==> config.mk <==
export PLATFORM = sky130hd
export DESIGN_NAME = if_id_fetch_buffer_flat
export DESIGN_NICKNAME = d
export VERILOG_FILES = /design/src/rtl/if_id_fetch_buffer_pkg.sv /design/src/rtl/if_id_fetch_buffer_if.sv /design/src/rtl/if_id_fetch_buffer_mem.sv /design/src/rtl/if_id_fetch_buffer.sv /design/src/flat_wrapper.sv
export SDC_FILE = /design/constraint.sdc
export NUM_CORES = 1
export LEC_CHECK = 0
export BUFFER_PORTS_ARGS = -buffer_cell sky130_fd_sc_hd__buf_4
export CAP_MARGIN = 10
export CORE_ASPECT_RATIO = 0.9
export CORE_UTILIZATION = 52
export CTS_CLUSTER_DIAMETER = 50
export DETAILED_ROUTE_END_ITERATION = 10
export HOLD_SLACK_MARGIN = 0.12
export PLACE_DENSITY = 0.76
export RECOVER_POWER = 50
export SYNTH_ARGS = -nofsm -noshare
export SYNTH_HDL_FRONTEND = slang
export SYNTH_SLANG_ARGS = --single-unit
==> constraint.sdc <==
create_clock -name clk -period 3.5 [get_ports clk]
set_clock_uncertainty 0.2 [all_clocks]
set_input_delay 1.05 -clock clk [delete_from_list [all_inputs] [get_ports clk]]
set_output_delay 1.05 -clock clk [all_outputs]
set_load 0.1 [all_outputs]
==> src/rtl/if_id_fetch_buffer_pkg.sv <==
// rtl/if_id_fetch_buffer_pkg.sv - shared constants for the IF/ID fetch buffer
// Optional same-cycle bypass is enabled by defining FETCH_BUF_BYPASS_EN.
package if_id_fetch_buffer_pkg;

  localparam int FETCH_BUF_DATA_W = 32;
  localparam int FETCH_BUF_DEPTH  = 4;

  // Decode substitutes this word whenever the buffer presents nothing.
  localparam logic [31:0] NOP_INSTR = 32'b0;

  function automatic int unsigned fetch_buf_cnt_w(input int unsigned depth);
    return $clog2(depth) + 1;
  endfunction

endpackage

==> src/rtl/if_id_fetch_buffer_if.sv <==
// rtl/if_id_fetch_buffer_if.sv - fetch/decode handshake bundle for the IF/ID buffer
interface if_id_fetch_buffer_if
  import if_id_fetch_buffer_pkg::*;
#(
  parameter int DATA_W = FETCH_BUF_DATA_W,
  parameter int DEPTH  = FETCH_BUF_DEPTH
);

  logic                       flush;
  logic                       in_valid;
  logic [DATA_W-1:0]          in_pc;
  logic [DATA_W-1:0]          in_instr;
  logic                       in_ready;
  logic                       out_valid;
  logic [DATA_W-1:0]          out_pc;
  logic [DATA_W-1:0]          out_instr;
  logic                       out_ready;
  logic [$clog2(DEPTH):0]     count;

  modport master (
    output flush, in_valid, in_pc, in_instr, out_ready,
    input  in_ready, out_valid, out_pc, out_instr, count
  );

  modport slave (
    input  flush, in_valid, in_pc, in_instr, out_ready,
    output in_ready, out_valid, out_pc, out_instr, count
  );

endinterface

==> src/rtl/if_id_fetch_buffer_mem.sv <==
// rtl/if_id_fetch_buffer_mem.sv - entry storage: one write port, one asynchronous read port
module fetch_buf_mem #(
  parameter int DEPTH = 4,
  parameter int AW    = 2,
  parameter int WIDTH = 64
) (
  input  logic             clk,
  input  logic             we,
  input  logic [AW-1:0]    waddr,
  input  logic [WIDTH-1:0] wdata,
  input  logic [AW-1:0]    raddr,
  output logic [WIDTH-1:0] rdata
);

  logic [WIDTH-1:0] mem [DEPTH];

  // No reset: stale contents are never visible because the top masks empty reads.
  always_ff @(posedge clk) begin
    if (we) begin
      mem[waddr] <= wdata;
    end
  end

  assign rdata = mem[raddr];

endmodule

==> src/rtl/if_id_fetch_buffer.sv <==
// rtl/if_id_fetch_buffer.sv - in-order {PC, instruction} queue between fetch and decode
// Define FETCH_BUF_BYPASS_EN to let an empty buffer forward the input in the same cycle.
module if_id_fetch_buffer
  import if_id_fetch_buffer_pkg::*;
#(
  parameter int DEPTH  = FETCH_BUF_DEPTH,
  parameter int DATA_W = FETCH_BUF_DATA_W
) (
  input  logic                 clk,
  input  logic                 reset,
  if_id_fetch_buffer_if.slave  bus
);

  localparam int AW = $clog2(DEPTH);
  localparam int CW = AW + 1;

  logic [AW-1:0]         wr_ptr;
  logic [AW-1:0]         rd_ptr;
  logic [CW-1:0]         count_q;
  logic                  stored_valid;
  logic                  bypass;
  logic                  push;
  logic                  pop;
  logic                  mem_we;
  logic [2*DATA_W-1:0]   head;

  always_comb begin
    stored_valid = (count_q != '0);
    bus.in_ready = (count_q != CW'(DEPTH));
`ifdef FETCH_BUF_BYPASS_EN
    bypass       = !stored_valid && bus.in_valid && !bus.flush;
`else
    bypass       = 1'b0;
`endif
    pop          = stored_valid && bus.out_ready;
    // A bypassed pair that decode takes immediately is never stored.
    push         = bus.in_valid && bus.in_ready && !(bypass && bus.out_ready);
    mem_we       = push && !reset && !bus.flush;
  end

  always_comb begin
    bus.out_valid = stored_valid || bypass;
    bus.out_pc    = '0;
    bus.out_instr = DATA_W'(NOP_INSTR);
    if (stored_valid) begin
      bus.out_pc    = head[2*DATA_W-1:DATA_W];
      bus.out_instr = head[DATA_W-1:0];
    end else if (bypass) begin
      bus.out_pc    = bus.in_pc;
      bus.out_instr = bus.in_instr;
    end
  end

  assign bus.count = count_q;

  always_ff @(posedge clk) begin
    if (reset) begin
      wr_ptr  <= '0;
      rd_ptr  <= '0;
      count_q <= '0;
    end else if (bus.flush) begin
      rd_ptr  <= wr_ptr;
      count_q <= '0;
    end else begin
      if (push) begin
        wr_ptr <= wr_ptr + AW'(1);
      end
      if (pop) begin
        rd_ptr <= rd_ptr + AW'(1);
      end
      count_q <= count_q + CW'(push) - CW'(pop);
    end
  end

  fetch_buf_mem #(
    .DEPTH (DEPTH),
    .AW    (AW),
    .WIDTH (2*DATA_W)
  ) u_mem (
    .clk   (clk),
    .we    (mem_we),
    .waddr (wr_ptr),
    .wdata ({bus.in_pc, bus.in_instr}),
    .raddr (rd_ptr),
    .rdata (head)
  );

endmodule

==> src/flat_wrapper.sv <==
// flat-port wrapper written by rule: the top's interface ports become plain ports
module if_id_fetch_buffer_flat import if_id_fetch_buffer_pkg::*;
#(
  parameter int DEPTH  = FETCH_BUF_DEPTH,
  parameter int DATA_W = FETCH_BUF_DATA_W
)
  (clk, reset, bus_flush, bus_in_valid, bus_in_pc, bus_in_instr, bus_out_ready, bus_in_ready, bus_out_valid, bus_out_pc, bus_out_instr, bus_count);
  if_id_fetch_buffer_if #(.DATA_W(DATA_W), .DEPTH(DEPTH)) bus_i ();
  input  logic clk;
  input  logic reset;
  input wire logic [$bits(bus_i.flush)-1:0] bus_flush;
  input wire logic [$bits(bus_i.in_valid)-1:0] bus_in_valid;
  input wire logic [$bits(bus_i.in_pc)-1:0] bus_in_pc;
  input wire logic [$bits(bus_i.in_instr)-1:0] bus_in_instr;
  input wire logic [$bits(bus_i.out_ready)-1:0] bus_out_ready;
  output wire logic [$bits(bus_i.in_ready)-1:0] bus_in_ready;
  output wire logic [$bits(bus_i.out_valid)-1:0] bus_out_valid;
  output wire logic [$bits(bus_i.out_pc)-1:0] bus_out_pc;
  output wire logic [$bits(bus_i.out_instr)-1:0] bus_out_instr;
  output wire logic [$bits(bus_i.count)-1:0] bus_count;
  assign bus_i.flush = bus_flush;
  assign bus_i.in_valid = bus_in_valid;
  assign bus_i.in_pc = bus_in_pc;
  assign bus_i.in_instr = bus_in_instr;
  assign bus_i.out_ready = bus_out_ready;
  assign bus_in_ready = bus_i.in_ready;
  assign bus_out_valid = bus_i.out_valid;
  assign bus_out_pc = bus_i.out_pc;
  assign bus_out_instr = bus_i.out_instr;
  assign bus_count = bus_i.count;
  if_id_fetch_buffer #(.DEPTH(DEPTH), .DATA_W(DATA_W)) u_core (.clk(clk), .reset(reset), .bus(bus_i));
endmodule
==> summary.md <==
| Metric | Value |
|---|---|
| GRT Total Usage | `0.190` |
| Cell Area, Synth | `10200 um2` |
| Synthesized instance count | `457` |
| Rows | `48` |
| Buf/Inv on CP | `2` |
| Vias in the first global route | `5182` |
| Max incr delay on CP | `0.53 ns` |
| Crit path kind | `reg2out` |
| IO Count | `138` |
| CP max-delay cell | `mux4_2` |
| DP HPWL | `11600 um` |
| Main combinational cell family by area after synthesis | `multiplexers` |
| Hold path depth | `2` |
| Mean Syn Cell Area | `22.4 um2` |
| Final setup fails | `0` |
| Leading area contributor after synthesis | `edfxtp_1` |
| Xor/xnor share of the synthesized area | `0.00342` |
| Number of synthesized flops with an enable pin | `256` |
| Fillers | `1354` |
| Worst-Margin Slew | `1.04 ns` |
| First-iteration detailed-routing DRC count | `261` |
| IO Port Bufs | `137` |
| Post-synth top flop | `edfxtp_1` |
| Post-Synth Simple-Gate Area | `0.0493` |
| Share of post-route cells with drive strength above 1 | `0.332` |
| Placed insts | `839` |
| Post-synthesis adder-cell area fraction | `0.00929` |
| Worst reg2reg startpoint | `u_core.bus.count[1]$_SDFF_PP0_` |
| CP max FO | `21` |
| Ranking of synthesized cells by area | `edfxtp_1, mux4_2, and2_1` |
| Seq/Total Area, Yosys | `0.769` |
| Min Tclk post-route | `3.40 ns` |
| WHS | `0.337 ns` |
| #FFs+latches synth | `265` |
| Tightest slew margin relative to the limit | `0.306` |
| Pwr dens | `680 nW/um2` |
| Die ar. | `20300 um2` |
| Root Buffer | `clkbuf_16` |
| Die Ht | `135 um` |
| HP Start | `u_core.wr_ptr[0]$_SDFFE_PP0P_` |
| Synth unique cells | `26` |
| Asr flop ratio synth | `0` |
| Sink Count | `265` |
| Top cell type's share of synthesized area | `0.751` |
| RSZ-0062 raised after global routing | `no` |
| Clk buf depth | `3` |
| Max Cap Viol | `0` |
| H-Tree Depth | `1` |
| Post-route ant nets | `0` |
| Critical Path Sink Type | `primary output` |
| Detailed-route wire length | `18700 um` |
| Core area | `19200 um2` |
| Critical path depth in cells | `4` |
| First-pass GRT wire length | `28600 um` |
| CTS clk-pin slew, worst paths | `0.06 ns` |
| First drt pass iteration count | `4` |
| Worst vdd ir | `0.000584 V` |
| RR Endpoint | `u_core.bus.count[2]$_SDFF_PP0_` |
| Fin util | `0.641` |
| Status | `finished, final reports clean` |
| Clk_lat worst skew | `0.51 ns` |
| Worst r2r path cells | `10` |
| Top delay family on crit path | `multiplexers` |
| WP data arrival | `2.15 ns` |
| Fmax | `294 MHz` |
| Routed via count | `4895` |
| TritonCTS clock tree | `built` |
| P&R area growth vs syn | `20.4%` |
| Diodes inserted | `0` |
| Warnings from Yosys | `0` |
| Worst hold endpoint | `u_core.wr_ptr[0]$_SDFFE_PP0P_` |
| Setup_tns | `0 ns` |
| Worst hold path class | `reg2reg` |
| Reg2reg setup slack | `0.95 ns` |
| Synth Area in Compound Gates | `0.00575` |
| Antenna violations before repair | `0` |
| Largest net degree at the start of global routing | `66` |
| Multi-input combinational cell area | `2170 um2` |
| Total grt overflow | `0` |
| Initial Util | `0.533` |
| Non-filler cells, final | `895` |
| Slew Limit Fails | `0` |
| Fin crit share | `0.971` |
| # nets final | `700` |
| DRC Markers | `0` |
| Critical-path cell list | `buf_12 > mux4_2 > and2_1 > buf_4` |
| Seq. cell area | `7880 um2` |
| CP required | `2.25 ns` |
| P_leak | `4.12 nW` |
| Die width | `150 um` |
| Gpl congestion | `0.706` |
| WL per Instance | `20.9 um` |
| Via density | `5.47` |
| CP Launch Type | `flip-flop` |
| Hold Vio Cnt, Final | `0` |
| Mux contribution to synthesized area | `0.142` |
| Cts bufs inserted | `27` |
| Post-Syn Nets | `533` |
-- worst max path at each step --
stage | start | endpoint | slack [ns]
4_1_cts | flip-flop | bus_out_instr[24] | 0.04
6_report | flip-flop | bus_out_pc[25] | 0.10
2_1_floorplan | u_core.bus.count[1]$_SDFF_PP0_ | bus_out_instr[0] | 0.12
3_5_place_dp | flip-flop | bus_out_pc[30] | 0.40
5_1_grt | flip-flop | bus_out_pc[13] | 0.009
3_3_place_gp | flip-flop | bus_out_pc[25] | 0.42
-- synth_stat cells (all sizes together) (2+ instances only) --
cell type,count
buf,13
or3,2
and2,71
clkbuf,8
ha,6
a21oi,3
edfxtp,256
nor2,2
mux4,64
o21a,2
o31ai,2
dfxtp,9
inv,7
xnor2,4
-- timing repair --
action	in CTS	in global routing
buffers inserted	3	3
gates resized for setup	1	1
setup endpoints to repair	60	18
pin swaps	0	0
hold buffers	0	0
-- state kept, by name (all words and copies together) (netlist names), named ones only --
| signal | flops |
|---|---|
| u_core.u_mem.mem | 256 |
| u_core.wr_ptr | 2 |
| u_core.rd_ptr | 2 |
| u_core.bus.count | 3 |
-- power by group --
group / switching (mW) / internal [mW] / total (mW)
sequential: 0.0313 / 3.54 / 3.57
combinational: 1.54 / 0.475 / 2.02
clock: 1.14 / 1.65 / 2.79
-- cell families (layout without fill, tap and decap cells) --
family	count (synthesis)	after routing
compound gates	9	9
xor+xnor	4	4
fa+ha+maj	7	7
buf+inv	28	216
flops	265	265
mux	64	64
simple gates	80	80
-- through the flow --
stage / setup slack (ns) / instance area (um2) / total power, mW
floorplan: 0.120 / 10300 / 5.23
global placement: 0.423 / 11700 / 5.66
detailed placement: 0.401 / 11700 / 5.68
CTS: 0.0402 / 12600 / 8.48
global route: 0.00909 / 12300 / 8.63
finish: 0.103 / 12300 / 8.37
-- final cells by class --
type / instances / share of cell area
clock inverters: 16 / 0.0141
inverters: 7 / 0.00213
well taps: 250 / 0.0254
multi-input cells: 164 / 0.176
flip-flops and latches: 265 / 0.639
clock buffers: 34 / 0.0570
repair buffers: 159 / 0.0859
-- layout by cell type, fill, tap and decap left out, types with 2 or more instances in the layout --
master,instances
edfxtp_1,256
buf_4,82
clkbuf_1,72
mux4_2,60
and2_1,57
clkbuf_16,27
and2_2,9
buf_12,8
inv_1,7
ha_1,6
clkinv_2,5
mux4_1,4
xnor2_1,4
dfxtp_1,4
and2_4,3
a21oi_1,3
inv_6,3
bufinv_16,3
buf_6,3
dfxtp_2,3
o31ai_1,2
nor2_1,2
and2_0,2
o21a_1,2
dfxtp_4,2
clkinv_4,2
clkinv_1,2
-- metal layers --
metal,global-route usage,up-vias,share of wire
met4,0.0455,0,0.020
met2,0.324,160,0.50
met5,0,-,0
li1,-,2194,-
met1,0.257,2514,0.42
met3,0.0334,27,0.058
-- tightest hold or removal path: cells and delay by family (launching register included) --
family	cells	cell delay (ns)
flops	1	0.34
compound gates	2	0.14
Note: power is estimated with default switching activity, not from simulation.
